File: src/rtl/dcache_if.sv
// Pipeline and backing-memory signals of the data-cache controller, grouped
// so the cache side (slave) and the pipeline/memory side (master) bind as one port.
interface dcache_if #(
  parameter int WIDTH       = 32,
  parameter int SETS        = 16,
  parameter int BLOCK_WORDS = 4
);
  localparam int IDX_W  = $clog2(SETS);
  localparam int WORD_W = $clog2(BLOCK_WORDS);

  logic              read_M;
  logic              write_M;
  logic [WIDTH-1:0]  addr_M;
  logic              hit;
  logic              stall;
  logic              line_we;
  logic [IDX_W-1:0]  line_idx;
  logic [WORD_W-1:0] line_word;
  // mem_req is held with a stable mem_addr/mem_we until mem_ack; a one-cycle
  // mem_ack completes the transfer, and mem_ack while mem_req=0 is ignored.
  logic              mem_req;
  logic              mem_we;
  logic [WIDTH-1:0]  mem_addr;
  logic              mem_ack;
  logic [1:0]        dbg_state;

  modport slave (
    input  read_M, write_M, addr_M, mem_ack,
    output hit, stall, line_we, line_idx, line_word,
           mem_req, mem_we, mem_addr, dbg_state
  );

  modport master (
    output read_M, write_M, addr_M, mem_ack,
    input  hit, stall, line_we, line_idx, line_word,
           mem_req, mem_we, mem_addr, dbg_state
  );
endinterface

File: src/rtl/dcache_ctrl.sv
// Direct-mapped, write-through, no-write-allocate data-cache controller:
// valid/tag arrays, hit detection, line refill and store write-through sequencing.
module dcache_ctrl #(
  parameter int WIDTH       = 32,
  parameter int SETS        = 16,
  parameter int BLOCK_WORDS = 4
) (
  input  logic     clk,
  input  logic     rst,
  dcache_if.slave  bus
);
  localparam int IDX_W  = $clog2(SETS);
  localparam int WORD_W = $clog2(BLOCK_WORDS);
  localparam int TAG_W  = WIDTH - IDX_W - WORD_W - 2;
  localparam logic [WORD_W-1:0] LAST_WORD = WORD_W'(BLOCK_WORDS - 1);

  typedef enum logic [1:0] {
    IDLE   = 2'd0,
    REFILL = 2'd1,
    WRITE  = 2'd2,
    WDONE  = 2'd3
  } state_t;

  state_t              state_q, state_d;
  logic [WORD_W-1:0]   cnt_q, cnt_d;
  logic [TAG_W-1:0]    base_tag_q, base_tag_d;
  logic [IDX_W-1:0]    base_idx_q, base_idx_d;
  logic [SETS-1:0]     valid_q, valid_d;
  logic [TAG_W-1:0]    tag_q [SETS];
  logic                tag_we;

  logic [TAG_W-1:0]    a_tag;
  logic [IDX_W-1:0]    a_idx;
  logic                hit;
  logic                stall;
  logic                mem_req;
  logic                mem_we;
  logic [WIDTH-1:0]    mem_addr;
  logic                line_we;

  assign a_tag = bus.addr_M[WIDTH-1 -: TAG_W];
  assign a_idx = bus.addr_M[WORD_W+2 +: IDX_W];
  assign hit   = valid_q[a_idx] && (tag_q[a_idx] == a_tag);

  always_comb begin
    state_d    = state_q;
    cnt_d      = cnt_q;
    base_tag_d = base_tag_q;
    base_idx_d = base_idx_q;
    valid_d    = valid_q;
    tag_we     = 1'b0;
    stall      = 1'b0;
    mem_req    = 1'b0;
    mem_we     = 1'b0;
    mem_addr   = '0;
    line_we    = 1'b0;
    case (state_q)
      IDLE: begin
        // A store wins over a load when both are flagged in the same cycle.
        if (bus.write_M) begin
          stall   = 1'b1;
          state_d = WRITE;
        end else if (bus.read_M && !hit) begin
          stall      = 1'b1;
          base_tag_d = a_tag;
          base_idx_d = a_idx;
          cnt_d      = '0;
          state_d    = REFILL;
        end
      end
      REFILL: begin
        stall    = 1'b1;
        mem_req  = 1'b1;
        mem_addr = {base_tag_q, base_idx_q, cnt_q, 2'b00};
        if (bus.mem_ack) begin
          line_we = 1'b1;
          cnt_d   = cnt_q + 1'b1;
          if (cnt_q == LAST_WORD) begin
            tag_we              = 1'b1;
            valid_d[base_idx_q] = 1'b1;
            state_d             = IDLE;
          end
        end
      end
      WRITE: begin
        // The pipeline is frozen, so addr_M holds the store address throughout.
        stall    = 1'b1;
        mem_req  = 1'b1;
        mem_we   = 1'b1;
        mem_addr = bus.addr_M & ~WIDTH'(3);
        if (bus.mem_ack) state_d = WDONE;
      end
      WDONE: begin
        state_d = IDLE;
      end
      default: state_d = IDLE;
    endcase
  end

  always_ff @(posedge clk) begin
    if (rst) begin
      state_q    <= IDLE;
      cnt_q      <= '0;
      base_tag_q <= '0;
      base_idx_q <= '0;
      valid_q    <= '0;
    end else begin
      state_q    <= state_d;
      cnt_q      <= cnt_d;
      base_tag_q <= base_tag_d;
      base_idx_q <= base_idx_d;
      valid_q    <= valid_d;
    end
  end

  // Tag storage needs no reset: a line is only trusted once its valid bit is set.
  always_ff @(posedge clk) begin
    if (tag_we && !rst) tag_q[base_idx_q] <= base_tag_q;
  end

  assign bus.hit       = hit;
  assign bus.stall     = stall;
  assign bus.mem_req   = mem_req;
  assign bus.mem_we    = mem_we;
  assign bus.mem_addr  = mem_addr;
  assign bus.line_we   = line_we;
  assign bus.line_idx  = base_idx_q;
  assign bus.line_word = cnt_q;
  assign bus.dbg_state = state_q;
endmodule

File: src/flat_wrapper.sv
// flat-port wrapper written by rule: the top's interface ports become plain ports
module dcache_ctrl_flat 
#(
  parameter int WIDTH       = 32,
  parameter int SETS        = 16,
  parameter int BLOCK_WORDS = 4
)
  (clk, rst, bus_read_M, bus_write_M, bus_addr_M, bus_mem_ack, bus_hit, bus_stall, bus_line_we, bus_line_idx, bus_line_word, bus_mem_req, bus_mem_we, bus_mem_addr, bus_dbg_state);
  dcache_if #(.WIDTH(WIDTH), .SETS(SETS), .BLOCK_WORDS(BLOCK_WORDS)) bus_i ();
  input  logic clk;
  input  logic rst;
  input wire logic [$bits(bus_i.read_M)-1:0] bus_read_M;
  input wire logic [$bits(bus_i.write_M)-1:0] bus_write_M;
  input wire logic [$bits(bus_i.addr_M)-1:0] bus_addr_M;
  input wire logic [$bits(bus_i.mem_ack)-1:0] bus_mem_ack;
  output wire logic [$bits(bus_i.hit)-1:0] bus_hit;
  output wire logic [$bits(bus_i.stall)-1:0] bus_stall;
  output wire logic [$bits(bus_i.line_we)-1:0] bus_line_we;
  output wire logic [$bits(bus_i.line_idx)-1:0] bus_line_idx;
  output wire logic [$bits(bus_i.line_word)-1:0] bus_line_word;
  output wire logic [$bits(bus_i.mem_req)-1:0] bus_mem_req;
  output wire logic [$bits(bus_i.mem_we)-1:0] bus_mem_we;
  output wire logic [$bits(bus_i.mem_addr)-1:0] bus_mem_addr;
  output wire logic [$bits(bus_i.dbg_state)-1:0] bus_dbg_state;
  assign bus_i.read_M = bus_read_M;
  assign bus_i.write_M = bus_write_M;
  assign bus_i.addr_M = bus_addr_M;
  assign bus_i.mem_ack = bus_mem_ack;
  assign bus_hit = bus_i.hit;
  assign bus_stall = bus_i.stall;
  assign bus_line_we = bus_i.line_we;
  assign bus_line_idx = bus_i.line_idx;
  assign bus_line_word = bus_i.line_word;
  assign bus_mem_req = bus_i.mem_req;
  assign bus_mem_we = bus_i.mem_we;
  assign bus_mem_addr = bus_i.mem_addr;
  assign bus_dbg_state = bus_i.dbg_state;
  dcache_ctrl #(.WIDTH(WIDTH), .SETS(SETS), .BLOCK_WORDS(BLOCK_WORDS)) u_core (.clk(clk), .rst(rst), .bus(bus_i));
endmodule
File: config.mk
export PLATFORM = sky130hd
export DESIGN_NAME = dcache_ctrl_flat
export DESIGN_NICKNAME = d
export VERILOG_FILES = /design/src/rtl/dcache_if.sv /design/src/rtl/dcache_ctrl.sv /design/src/flat_wrapper.sv
export SDC_FILE = /design/constraint.sdc
export NUM_CORES = 1
export LEC_CHECK = 0
export ABC_CLOCK_PERIOD_IN_PS = 3100
export BUFFER_PORTS_ARGS = -buffer_cell sky130_fd_sc_hd__buf_2
export CAP_MARGIN = 5
export CORE_MARGIN = 3
export CORE_UTILIZATION = 57
export CTS_BUF_LIST = sky130_fd_sc_hd__clkbuf_4 sky130_fd_sc_hd__clkbuf_8
export DETAILED_ROUTE_END_ITERATION = 10
export PLACE_DENSITY = 0.79
export SLEW_MARGIN = 10
export SYNTH_ARGS = -nofsm -noshare
export SYNTH_HDL_FRONTEND = slang
export SYNTH_SLANG_ARGS = --single-unit
File: constraint.sdc
create_clock -name clk -period 3.1 [get_ports clk]
set_input_delay 0.155 -clock clk [delete_from_list [all_inputs] [get_ports clk]]
set_output_delay 0.155 -clock clk [all_outputs]
set_load 0.005 [all_outputs]
# Word level (Yosys, flattened, before mapping)
# Memory sizes are Yosys's and may differ from the RTL's.
# Cells that the tools add are included.
word_totals:
  n_memories: 1
  in_bits: 37
  out_inout_bits: 45
  regBits: 48
  wordCells: 63
  ramBits: 384
mem_list:
  columns: ["memory", "depth", "width", "rd", "rd_clocked_by_memory_dff", "wr", "line", "text"]
  rows:
  - ["u_core.tag_q", 16, 24, 1, 0, 1, "dcache_ctrl.sv:29", "logic [TAG_W-1:0] tag_q [SETS];"]
op_classes:
  addsub: 1
  eq_ne: 11
  order_cmp: 3
  bitwise: 2
  reduce_logical: 13
  mux: 27
ops:
  columns: ["operator", "n"]
  rows:
  - ["one-hot mux 32 bit (2 select lines)", 1]
  - ["equality test 24 bit", 1]
  - ["2-to-1 mux 2 bit", 8]
  - ["OR 16 bit", 1]
  - ["2-to-1 mux 1 bit", 13]
  - ["< comparator 4 x 5 -> 1 bit (second input constant)", 2]
  - ["one-hot mux 2 bit (4 select lines)", 1]
  - ["AND reduction 4 bit", 2]
  - ["equality test 2 bit (second input constant)", 3]
  - ["!= test 2 bit (second input constant)", 3]
  - ["AND reduction 3 bit", 2]
  - ["binary-select mux 1 bit (select 4 bit)", 1]
  - ["demux 1 bit (select 4 bit)", 1]
  - [">= comparator 4 x 1 -> 1 bit (second input constant)", 1]
  - ["logical AND 1 bit", 4]
  - ["!= test 2 x 1 -> 1 bit (second input constant)", 2]
  - ["one-hot mux 2 bit (2 select lines)", 1]
  - ["!= test 3 x 2 -> 1 bit (second input constant)", 1]
  - ["adder 2 x 1 -> 2 bit (second input constant)", 1]
  - ["equality test 2 x 1 -> 1 bit (second input constant)", 1]
  - ["zero test 1 bit", 2]
  - ["zero test 2 bit", 1]
  - ["one-hot mux 1 bit (2 select lines)", 1]
  - ["nonzero test 2 bit", 1]
  - ["2 further kinds", 2]

# Logic depth before layout (Yosys ltp)
depth:
  depth_word: 8
  mapped_depth: 17
  depth_no_buf: 9

# Worst setup path after synthesis
# No wires, ideal clock.
synth_path:
  path_type: "input to register"
  startpoint: "input bus_addr_M[4]"
  endpoint: "register u_core.base_tag_q[0]"
  setup_ns: 0.120
  path_buffers: 4
  path_stages: 13
  arrival_time_ns: 3.220
  slack_ns: -0.240
  required_time_ns: 2.980
  path_cell_list: "buf_6 buf_6 mux4_2 mux2i_1 mux2_2 o32ai_1 o21ai_0 or4b_1 o31a_1 and3_1 buf_6 buf_6 mux2i_1"
synth_via:
  elab_chain_len: 6
  word_cells_on_any_way: 8
  classes_between: "eq/ne (1); mux (2); reduce/logical (4); memory (1)"
synth_lines:
  columns: ["element", "line", "text"]
  rows:
  - ["from (decl)", "flat_wrapper.sv:14", "input wire logic [$bits(bus_i.addr_M)-1:0] bus_addr_M;"]
  - ["memory (16 x 24 bit) or binary-select mux 1 bit (select 4 bit) (tied branches)", null, null]
  - ["equality test 24 bit or 2-to-1 mux 1 bit (tied branches)", "dcache_ctrl.sv:43", "assign hit = valid_q[a_idx] && (tag_q[a_idx] == a_tag);"]
  - ["logical AND 1 bit (*)", "dcache_ctrl.sv:43", null]
  - ["zero test 1 bit (*)", "dcache_ctrl.sv:63", "end else if (bus.read_M && !hit) begin"]
  - ["logical AND 1 bit (*)", "dcache_ctrl.sv:63", null]
  - ["AND reduction 3 bit (no source line) (*)", null, null]
  - ["to (signal assigned)", "dcache_ctrl.sv:110", "base_tag_q <= base_tag_d;"]
  - ["to (decl)", "dcache_ctrl.sv:26", "logic [TAG_W-1:0] base_tag_q, base_tag_d;"]
# Mark *: on every way between the ends. The rest lies on a longest branch, timed or not. The select of a mux whose other input is x is not followed.
# A chain may end at the register's enable or synchronous reset.

# Worst setup path in the final report
layout_path:
  startpoint: "memory u_core.tag_q[9][9] in the netlist's numbering"
  endpoint: "output bus_stall"
layout_via:
  elab_chain_len: 8
layout_lines:
  columns: ["element", "line", "text"]
  rows:
  - ["from (decl)", "dcache_ctrl.sv:29", null]
  - ["memory (16 x 24 bit)", null, null]
  - ["equality test 24 bit", "dcache_ctrl.sv:43", null]
  - ["logical AND 1 bit", "dcache_ctrl.sv:43", null]
  - ["zero test 1 bit", "dcache_ctrl.sv:63", null]
  - ["logical AND 1 bit", "dcache_ctrl.sv:63", null]
  - ["2-to-1 mux 1 bit", "dcache_ctrl.sv:63", null]
  - ["2-to-1 mux 1 bit", "dcache_ctrl.sv:60", "if (bus.write_M) begin"]
  - ["one-hot mux 1 bit (2 select lines)", "dcache_ctrl.sv:57", "case (state_q)"]
  - ["to (decl)", "flat_wrapper.sv:17", "output wire logic [$bits(bus_i.stall)-1:0] bus_stall;"]
# Every way passes these cells.

==> impl_metrics.json <==
{
  "fin_crit_ns": 3.78,
  "drv_cap": 0,
  "rsz0062_at_grt": "true",
  "power.total_mw": 12.9,
  "worstSetupPathType": "reg -> out",
  "drc": 0,
  "wirelength_um": 44000,
  "status": "finished with violations",
  "overflow": 0,
  "fin_ws_ns": -0.677,
  "synth_enable_flop_cells": 384,
  "clock_latency_ns": 0.58,
  "setup_viol": 34,
  "die_h_um": 183,
  "r2r-end": "u_core.bus.line_word[0]",
  "place_hpwl_um": 26300,
  "dr.pass1.iters": 5,
  "fin_util": 0.689,
  "peakVddDrop_uv": 311,
  "cts_tree": "done",
  "dieWidth_um": 183,
  "io_pins": 82,
  "final_nets": 1250,
  "io_buffers": 77,
  "p_int_mw": 9.72,
  "layout_common_cells": "384 x edfxtp_1, 92 x mux4_2, 75 x buf_4, 74 x mux2i_1",
  "drive_above_1_share": 0.332,
  "power_frac_comb": 0.115,
  "track_usage": 0.264,
  "reg2reg_slack_ns": -0.31,
  "startpoint": "u_core.tag_q[9][9]",
  "yosysSeqAreaShare": 0.700,
  "ys_types": 53,
  "grt_pass1_wl_um": 65100,
  "wire_per_inst_um": 26.6,
  "path_clk_slew_ns": 0.05,
  "cp_data_required_time_ns": 2.94,
  "drtIter0Drc": 1260,
  "die_area_um2": 33500,
  "switching_power_mw": 3.23,
  "fin_worst_skew_ns": 0.0247,
  "crit_arrival_ns": 3.62,
  "antenna_found_initial": 0,
  "cts_max_level": 3,
  "tightestPinTransition_ns": 0.751,
  "ctsLongestPathBuffers": 3,
  "cts_made_buffers": 69,
  "coreArea_um2": 30700,
  "whs_path_depth": 5,
  "leakagePower_nw": 7.29,
  "endpoint_kind": "output port",
  "syn_inst": 1002,
  "dp_cells": 1502,
  "final_common_cell": "edfxtp_1",
  "critical_path_buf_inv_count": 2,
  "rows": 64,
  "hold_end": "u_core.bus.dbg_state[0]",
  "antenna_left": 0,
  "via_per_inst": 6.26,
  "n_antenna_cell": 0,
  "hold_path_class": "in -> reg",
  "grt_max_degree": 78,
  "relSlewSlack": 0.499,
  "startpoint_type": "flop",
  "min_period_over_period": 1.22,
  "ys_warn_count": 0,
  "dr_total_vias": 10400,
  "p_per_area_nw_per_um2": 611,
  "syn_area_um2": 17800,
  "crit_slowest_cell": "or4b_4",
  "start_util": 0.580,
  "maxSlewViolCount": 0,
  "violations": "negative setup slack",
  "finalHoldViolations": 0,
  "avgSynthCellArea_um2": 17.8,
  "cts.sinks": 432,
  "root_buffer": "clkbuf_8",
  "place_congestion": 0.841,
  "synth_ff_type": "edfxtp_1",
  "crit_family": "multiplexers",
  "clkPwrFrac": 0.370,
  "async_flop_share": 0,
  "fmax_mhz": 265,
  "swShare": 0.249,
  "hold_start": "bus_mem_ack",
  "synth_seq_cells": 432,
  "critPathMaxFanout": 2,
  "final_cells": 1657,
  "layout-area-overhead-vs-synth_pct": 18.8,
  "crit_chain": "mux4_2, mux2i_1, mux2_4, o32ai_4, o21ai_1, or4b_4, o31a_1, buf_6, o21ai_2, a21oi_2, buf_2",
  "p_seq_frac": 0.515,
  "grt_pass1_vias": 10500,
  "rr_worst_depth": 12,
  "timing.rr.start": "u_core.tag_q[9][9]",
  "slowest_delay_ns": 0.51,
  "cp.depth": 11
}
cells by family (layout without fill, tap and decap cells):
logic type / after synthesis / in the layout / synth area share
mux: 179 / 179 / 0.166
fa+ha+maj: 6 / 6 / 0.00421
xor+xnor: 38 / 38 / 0.0191
simple gates: 165 / 165 / 0.0484
compound gates: 95 / 95 / 0.0378
other cells: 1 / 2 / 0.000210
buf+inv: 86 / 344 / 0.0244
flops: 432 / 432 / 0.700
routing by layer:
layer / share of wire / track usage / up-vias
met5: 0 / 0 / -
met3: 0.089 / 0.0559 / 98
met1: 0.38 / 0.355 / 5319
met4: 0.031 / 0.0923 / 0
met2: 0.50 / 0.435 / 570
li1: - / - / 4381
per-stage QoR:
| step | hold slack (ns) | setup TNS [ns] | setup WS (ns) | cell area (um^2) |
|---|---|---|---|---|
| 2_1_floorplan | 0.310 | -0.136 | -0.00681 | 17900 |
| 6_report | 0.0710 | -5.93 | -0.677 | 21200 |
| 4_1_cts | 0.0393 | -5.98 | -0.719 | 21000 |
| 3_3_place_gp | 0.456 | -24.03 | -0.759 | 19300 |
| 3_5_place_dp | 0.463 | -25.79 | -0.813 | 19300 |
| 5_1_grt | 0.0893 | -7.72 | -0.760 | 21200 |
flip-flops by register name (all words and copies together), names as in the netlist:
name                  count
u_core.tag_q            384
u_core.base_tag_q        24
u_core.bus.line_idx       4
u_core.valid_q           16
u_core.bus.dbg_state      2
u_core.bus.line_word      2
power by group through the flow:
| stage | sequential [mW] | combinational (mW) | clock, mW |
|---|---|---|---|
| finish | 6.66 | 1.49 | 4.79 |
| global route | 6.68 | 1.59 | 5.13 |
| CTS | 6.66 | 1.43 | 4.85 |
| detailed placement | 6.78 | 1.37 | 0 |
| global placement | 6.77 | 1.34 | 0 |
| floorplan | 6.71 | 0.853 | 0 |
final cells by class:
class | instances | area (um^2)
Clock inverter | 30 | 199
Timing Repair Buffer | 193 | 1530
Clock buffer | 95 | 1170
Inverter | 26 | 97.6
Sequential cell | 432 | 12500
Fill cell | 1900 | 9560
Multi-Input combinational cell | 485 | 5210
Tap cell | 396 | 495
repair_timing:
item,in CTS,in global routing
pin swaps,6,7
hold endpoints to repair,25,0
hold buffers,25,0
gates cloned,0,0
endpoints found under the setup margin,34,34
gates resized for setup,14,21
buffers inserted,1,4
worst register-to-register path, delay by kind of cell, from the launching register on:
kind / cells / cell delay [ns]
AO/OA/AOI/OAI: 5 / 1.03
buffers and inverters: 3 / 0.37
flip-flops: 1 / 0.38
multiplexers: 3 / 0.96
AND/OR/NAND/NOR: 1 / 0.51
worst max-delay path by stage:
stage	slack, ns	endpoint
finish	-0.68	bus_stall
global route	-0.76	bus_stall
CTS	-0.72	bus_stall
detailed placement	-0.81	bus_stall
global placement	-0.76	bus_stall
floorplan	-0.007	u_core.base_tag_q[0]
synth_stat cells (all sizes together) (5+ instances only):
master	count	area share
a21oi	6	0.0017
a22o	5	0.0025
a22oi	30	0.013
buf	38	0.014
clkbuf	22	0.0046
dfxtp	48	0.054
edfxtp	384	0.65
ha	6	0.0042
inv	25	0.0053
mux2	8	0.0051
mux2i	79	0.044
mux4	92	0.12
nand2	15	0.0032
nand2b	63	0.022
nor2	56	0.012
o21ai	10	0.0028
o22ai	20	0.0070
xnor2	23	0.012
xor2	15	0.0074
Power figures use the tool's default switching activity.
